**src/rtl/zld_xc9.sv**
```systemverilog
// zld_xc9: zero run-length token decoder with registered output slot; `ZLD_XC9_STATS_EN adds a saturating zero-symbol counter.
module zld_xc9 (
  input  logic       clock,
  input  logic       reset,
  input  logic [3:0] i_d,
  input  logic       i_v,
  output logic       i_b,
  output logic [2:0] o_d,
  output logic       o_v,
  input  logic       o_b
`ifdef ZLD_XC9_STATS_EN
  ,
  output logic [15:0] zeros_out
`endif
);
  typedef enum logic {S_TOK, S_RUN} state_t;
  state_t     r_state, w_state_nxt;
  logic [2:0] r_cnt, w_cnt_nxt, w_d_nxt;
  logic       w_free, w_take, w_v_nxt;
  always_comb begin
    w_free      = !o_v || !o_b;
    w_take      = (r_state == S_TOK) && i_v && w_free;
    i_b         = (r_state == S_RUN) || !w_free;
    w_state_nxt = r_state;
    w_cnt_nxt   = r_cnt;
    w_d_nxt     = o_d;
    w_v_nxt     = o_v;
    if (w_free) begin
      w_v_nxt = 1'b0;
      if (w_take) begin
        w_d_nxt     = i_d[3] ? 3'd0 : i_d[2:0];
        w_v_nxt     = 1'b1;
        w_cnt_nxt   = i_d[3] ? i_d[2:0] : r_cnt;
        w_state_nxt = (i_d[3] && i_d[2:0] != 3'd0) ? S_RUN : S_TOK;
      end else if (r_state == S_RUN) begin
        w_d_nxt     = 3'd0;
        w_v_nxt     = 1'b1;
        w_cnt_nxt   = r_cnt - 3'd1;
        w_state_nxt = (r_cnt == 3'd1) ? S_TOK : S_RUN;
      end
    end
  end
  always_ff @(posedge clock) begin
    if (reset) begin
      r_state <= S_TOK;
      r_cnt   <= 3'd0;
      o_d     <= 3'd0;
      o_v     <= 1'b0;
    end else begin
      r_state <= w_state_nxt;
      r_cnt   <= w_cnt_nxt;
      o_d     <= w_d_nxt;
      o_v     <= w_v_nxt;
    end
  end
`ifdef ZLD_XC9_STATS_EN
  always_ff @(posedge clock) begin
    if (reset)
      zeros_out <= 16'd0;
    else if (o_v && !o_b && o_d == 3'd0 && zeros_out != 16'hFFFF)
      zeros_out <= zeros_out + 16'd1;
  end
`endif
endmodule

```
**config.mk**
```make
export PLATFORM = sky130hd
export DESIGN_NAME = zld_xc9
export DESIGN_NICKNAME = d
export VERILOG_FILES = /design/src/rtl/zld_xc9.sv
export SDC_FILE = /design/constraint.sdc
export NUM_CORES = 1
export LEC_CHECK = 0
export ABC_AREA = 1
export CAP_MARGIN = 20
export CORE_AREA = 2 2 39 41
export CTS_BUF_LIST = sky130_fd_sc_hd__clkbuf_4
export CTS_CLUSTER_DIAMETER = 100
export DETAILED_ROUTE_END_ITERATION = 16
export DIE_AREA = 0 0 41 43
export GPL_ROUTABILITY_DRIVEN = 0
export PLACE_DENSITY = 0.74
export SLEW_MARGIN = 20
export SYNTH_ARGS = -nofsm -noshare
export SYNTH_HDL_FRONTEND = slang
export SYNTH_SLANG_ARGS = --single-unit
```
**constraint.sdc**
```tcl
create_clock -name clock -period 0.9 [get_ports clock]
set_input_delay 0.09 -clock clock [delete_from_list [all_inputs] [get_ports clock]]
set_output_delay 0.09 -clock clock [all_outputs]
set_load 0.02 [all_outputs]
```
======== Word-level counts from Yosys, hierarchy flattened ========
Cells that the tools add are included.
W data, S select, Z words.
storage, ports and cells
  output and inout bits ................... 5
  input bits .............................. 8
  flip-flop bits (word level) ............. 8
  word-level logic and storage cells ...... 32
cells by class
  $add $sub $neg .......................... 1
  mux-type cells .......................... 12
  bitwise gates (word level) .............. 1
  reductions and logical operators ........ 12
  eq/ne operators ......................... 2
operators by type and width
  cell                   number
  $mux W3                6
  $mux W1                6
  $eq A3 B1 Y1 const B   1
  $logic_and A1 B1 Y1    3
  $logic_not A1 Y1       3
  $reduce_and A3 Y1      1
  $reduce_bool A3 Y1     1
  $sub A3 B1 Y3 const B  1
  $logic_or A1 B1 Y1     2
  $ne A2 B2 Y1 const B   1
  $reduce_and A2 Y1      1
  $reduce_bool A2 Y1     1
  $not A1 Y1             1

======== Logic depth before layout (Yosys ltp) ========
  word-level depth ........................ 5
  mapped depth ............................ 9
  mapped depth without buffers ............ 9

======== Worst setup path after synthesis ========
OpenSTA, ideal clock, no wires.
  kind .................................... register to register
  start ................................... register o_v
  end ..................................... register r_cnt[1]
  path buffers ............................ 0
  data required time ...................... 0.789 ns
  clock period less this slack ............ 1.033 ns
  slack ................................... -0.133 ns
  arrival ................................. 0.922 ns
  library setup time ...................... 0.111 ns
  cell stages (with the launch flop) ...... 8
  cell sequence ........................... dfxtp_1 -> nand2_4 -> nand3_2 -> inv_2 -> nand2_1 -> nand2_1 -> nor2_1 -> nor2_1
on the way
  word-level cells in the longest chain between the ends .. 5
  elaborated cells on any way between the ends .. 7
  classes of those cells .................. eq/ne: 1; mux: 1; reduce/logical: 5
ends and longest elaborated chain
  what                                                          RTL line  RTL
  start: declaration                                            9         output logic o_v,
  start signal: assignment                                      53        o_v <= w_v_nxt;
  $logic_not A1 Y1 *                                            21        w_free = !o_v || !o_b;
  $logic_or A1 B1 Y1 *                                          21
  $logic_and A1 B1 Y1                                           22        w_take = (r_state == S_TOK) && i_v && w_free;
  $ne A2 B2 Y1 (no line) or $reduce_bool A2 Y1 (tied branches)  -
  $reduce_and A3 Y1 (no line)                                   -
  end signal: assignment                                        51        r_cnt <= w_cnt_nxt;
  end: declaration                                              18        logic [2:0] r_cnt, w_cnt_nxt, w_d_nxt;
Mark *: on every way between the ends. The rest lies on a longest branch, timed or not.
A chain may end at the register's enable or synchronous reset.

======== Worst setup path after layout ========
  start ................................... input i_v
  end ..................................... register r_cnt[1]
on the way
  word-level cells in the longest chain between the ends .. 4
  elaborated cells on any way between the ends .. 6
  classes of those cells .................. eq/ne: 1; mux: 1; reduce/logical: 4
ends and longest elaborated chain
  what                                                          RTL line  RTL
  start: declaration                                            6         input logic i_v,
  $logic_and A1 B1 Y1 * (2 in a row)                            22
  $ne A2 B2 Y1 (no line) or $reduce_bool A2 Y1 (tied branches)  -
  $reduce_and A3 Y1 (no line)                                   -
Marks and branches as above.

==> run metrics <==
I/O pin total=13; die area=1763 um^2; Mapped Area=441.7 um^2; routed len/inst=10.73 um; n_diodes=0; post-route cell area=696.9 um^2; slew of the pin with the lowest slew margin=0.3148 ns; minimum clock period=1.023 ns; Die X=41 um; global-route usage over all layers=15.08%; setup TNS=-0.6728 ns; r2r startpoint=o_v; first-pass GRT wire length=1.759 mm; vias per inst=4.608; FF-to-FF setup slack=-0.12 ns; CTS tree=done; Max IR drop VDD=0.6108 mV; Yosys cell types=17; drt initial violations=13; Seq/Total Area, Yosys=36.26%; layout cell share with drive strength beyond 1=39.53%; Root Buffer=clkbuf_4; grt ovf=0; synth top area cells=dfxtp_1 36%, nand2_1 16%, nand3_1 6.8%; RSZ-0062 raised after global routing=true; Cell Pwr Density=1484 nW/um^2; initial antenna violation count=0; Setup CP Type=in -> reg; Pre-antenna DRT Iters=4; Residual DRC=0; CP endpoint kind=flop; CP Cell Sequence=clkdlybuf4s50_1, nand4_4, nand2_4, inv_2, nor2_2, nor2_1; Reg2Reg Depth=7; Ys Warns=0; Worst Skew=0.002086 ns; worst-path fanout max=5; vias in the first global route=436; Core ar.=1384 um^2; row count=14; die height=43 um; max-cap viol count=0; number of buffers added on ports=12; Hold WS=0.4682 ns; Slew headroom=78.95%; H-tree depth=1; HP Class=reg -> reg; vias=470; Starting Density=31.92%; Post-Place Cell Area=641.9 um^2; pin count of the biggest net entering global routing=8; synthesized net count=75; status=complete, but fails checks; register bit total from synthesis=8; Syn Inst Count=65; crit path DAT=1.18 ns; Largest stage delay, worst path=0.65 ns; HPWL after DPL=880.2 um; Routed WL=1.094 mm; Hold Vio Cnt, Final=0; clock-pin transition on the worst setup and hold timing paths=0.06 ns; final period utilization=113.7%; clk sink count=8; Final ANT Viol Nets=0; CP max-delay cell=clkdlybuf4s50_1; Num CTS Buffers=3; Setup violations, final=8; Area Growth Syn to Fin=57.79%; CP required=1.06 ns; post-CTS setup buffer count=0; Yosys top cell by area=dfxtp_1; post-synth top area share=36.26%; Overall Power=1034 uW; Setup WS pre-CTS=-0.4819 ns; crit path from=i_v; nets=98; failing checks=negative setup slack; Post-Syn Area per Cell=6.795 um^2; Slew Viols, Final=0; cts hold-fix bufs=0; worst-skew pair later-pin latency=0.25 ns; clock buffer depth=2; critical path endpoint=r_cnt[1]; CP Launch Type=input port; R2R Path End=r_cnt[1]; LEAKAGE=0.0003318 uW; Fill cells=136; highest clock rate=977.4 MHz; setup ws final=-0.1231 ns
[routing by layer]
layer	up-vias	part of all wire (%)	track usage, %
met2	10	48	22.50
met3	2	4.1	4.712
li1	251	-	-
met5	-	0	0
met1	207	46	17.42
met4	0	1.3	10.00
[report_power, final]
group          leakage, uW  switching [uW]  internal [uW]
Sequential       0.0000668            17.8            386
Clock            0.0000138             128            153
Combinational     0.000251             190            159
[Yosys cell counts, drive strengths merged]
library cell / number
nand2: 21
inv: 10
dfxtp: 8
nand3: 7
nor2: 7
a21oi: 5
ha: 2
nand4: 2
a31oi: 1
nor3: 1
o21ai: 1
[per-stage QoR]
step                instances  utilization, %
global placement           99           46.38
floorplan                  65               -
detailed placement         99           46.38
CTS                       102           48.46
global route              102           50.36
finish                    102           50.36
[layout make-up]
type,instances,area (um^2),share of cell area (%)
timing repair buffer,18,157.7,22.62
sequential,8,163.9,23.52
inverter,10,40.04,5.745
clock buffer,3,22.52,3.232
multi-input combinational,47,292.8,42.01
tap,16,20.02,2.873
[cell usage in the layout (no fill, tap or decap), drive strengths merged]
| master | count |
|---|---|
| nand2 | 21 |
| buf | 11 |
| inv | 10 |
| dfxtp | 8 |
| clkdlybuf4s50 | 7 |
| nand3 | 7 |
| nor2 | 7 |
| a21oi | 5 |
| clkbuf | 3 |
| nand4 | 2 |
| ha | 2 |
| o21ai | 1 |
| a31oi | 1 |
| nor3 | 1 |
[worst min-delay path by stage]
stage,from,endpoint,depth (start not counted)
final,o_d[1],o_d[1],2
after global routing,o_d[1],o_d[1],2
after CTS,o_d[2],o_d[2],2
after detailed placement,o_d[2],o_d[2],2
after global placement,o_d[2],o_d[2],2
after floorplan,reset,r_cnt[0],1
[critical path: cells and delay by family]
kind	cells	cell delay (ns)
buf+inv	2	0.69
simple gates	4	0.40
[cells by family after synthesis]
group / synth area share, %
and+or+nand+nor: 40.51
buffers and inverters: 8.499
DFF: 36.26
AOI/OAI and AO/OA: 9.066
adders and majority gates: 5.665
[timing repair]
item,4_1_cts,5_1_grt
pin swaps,3,8
endpoints found under the setup margin,13,10
resized for setup,28,9
[registers in the layout (all words and copies together), names as in the netlist]
signal,cells
o_v,1
o_d,3
r_state,1
r_cnt,3
No activity file was read; power rests on OpenSTA's default activity.
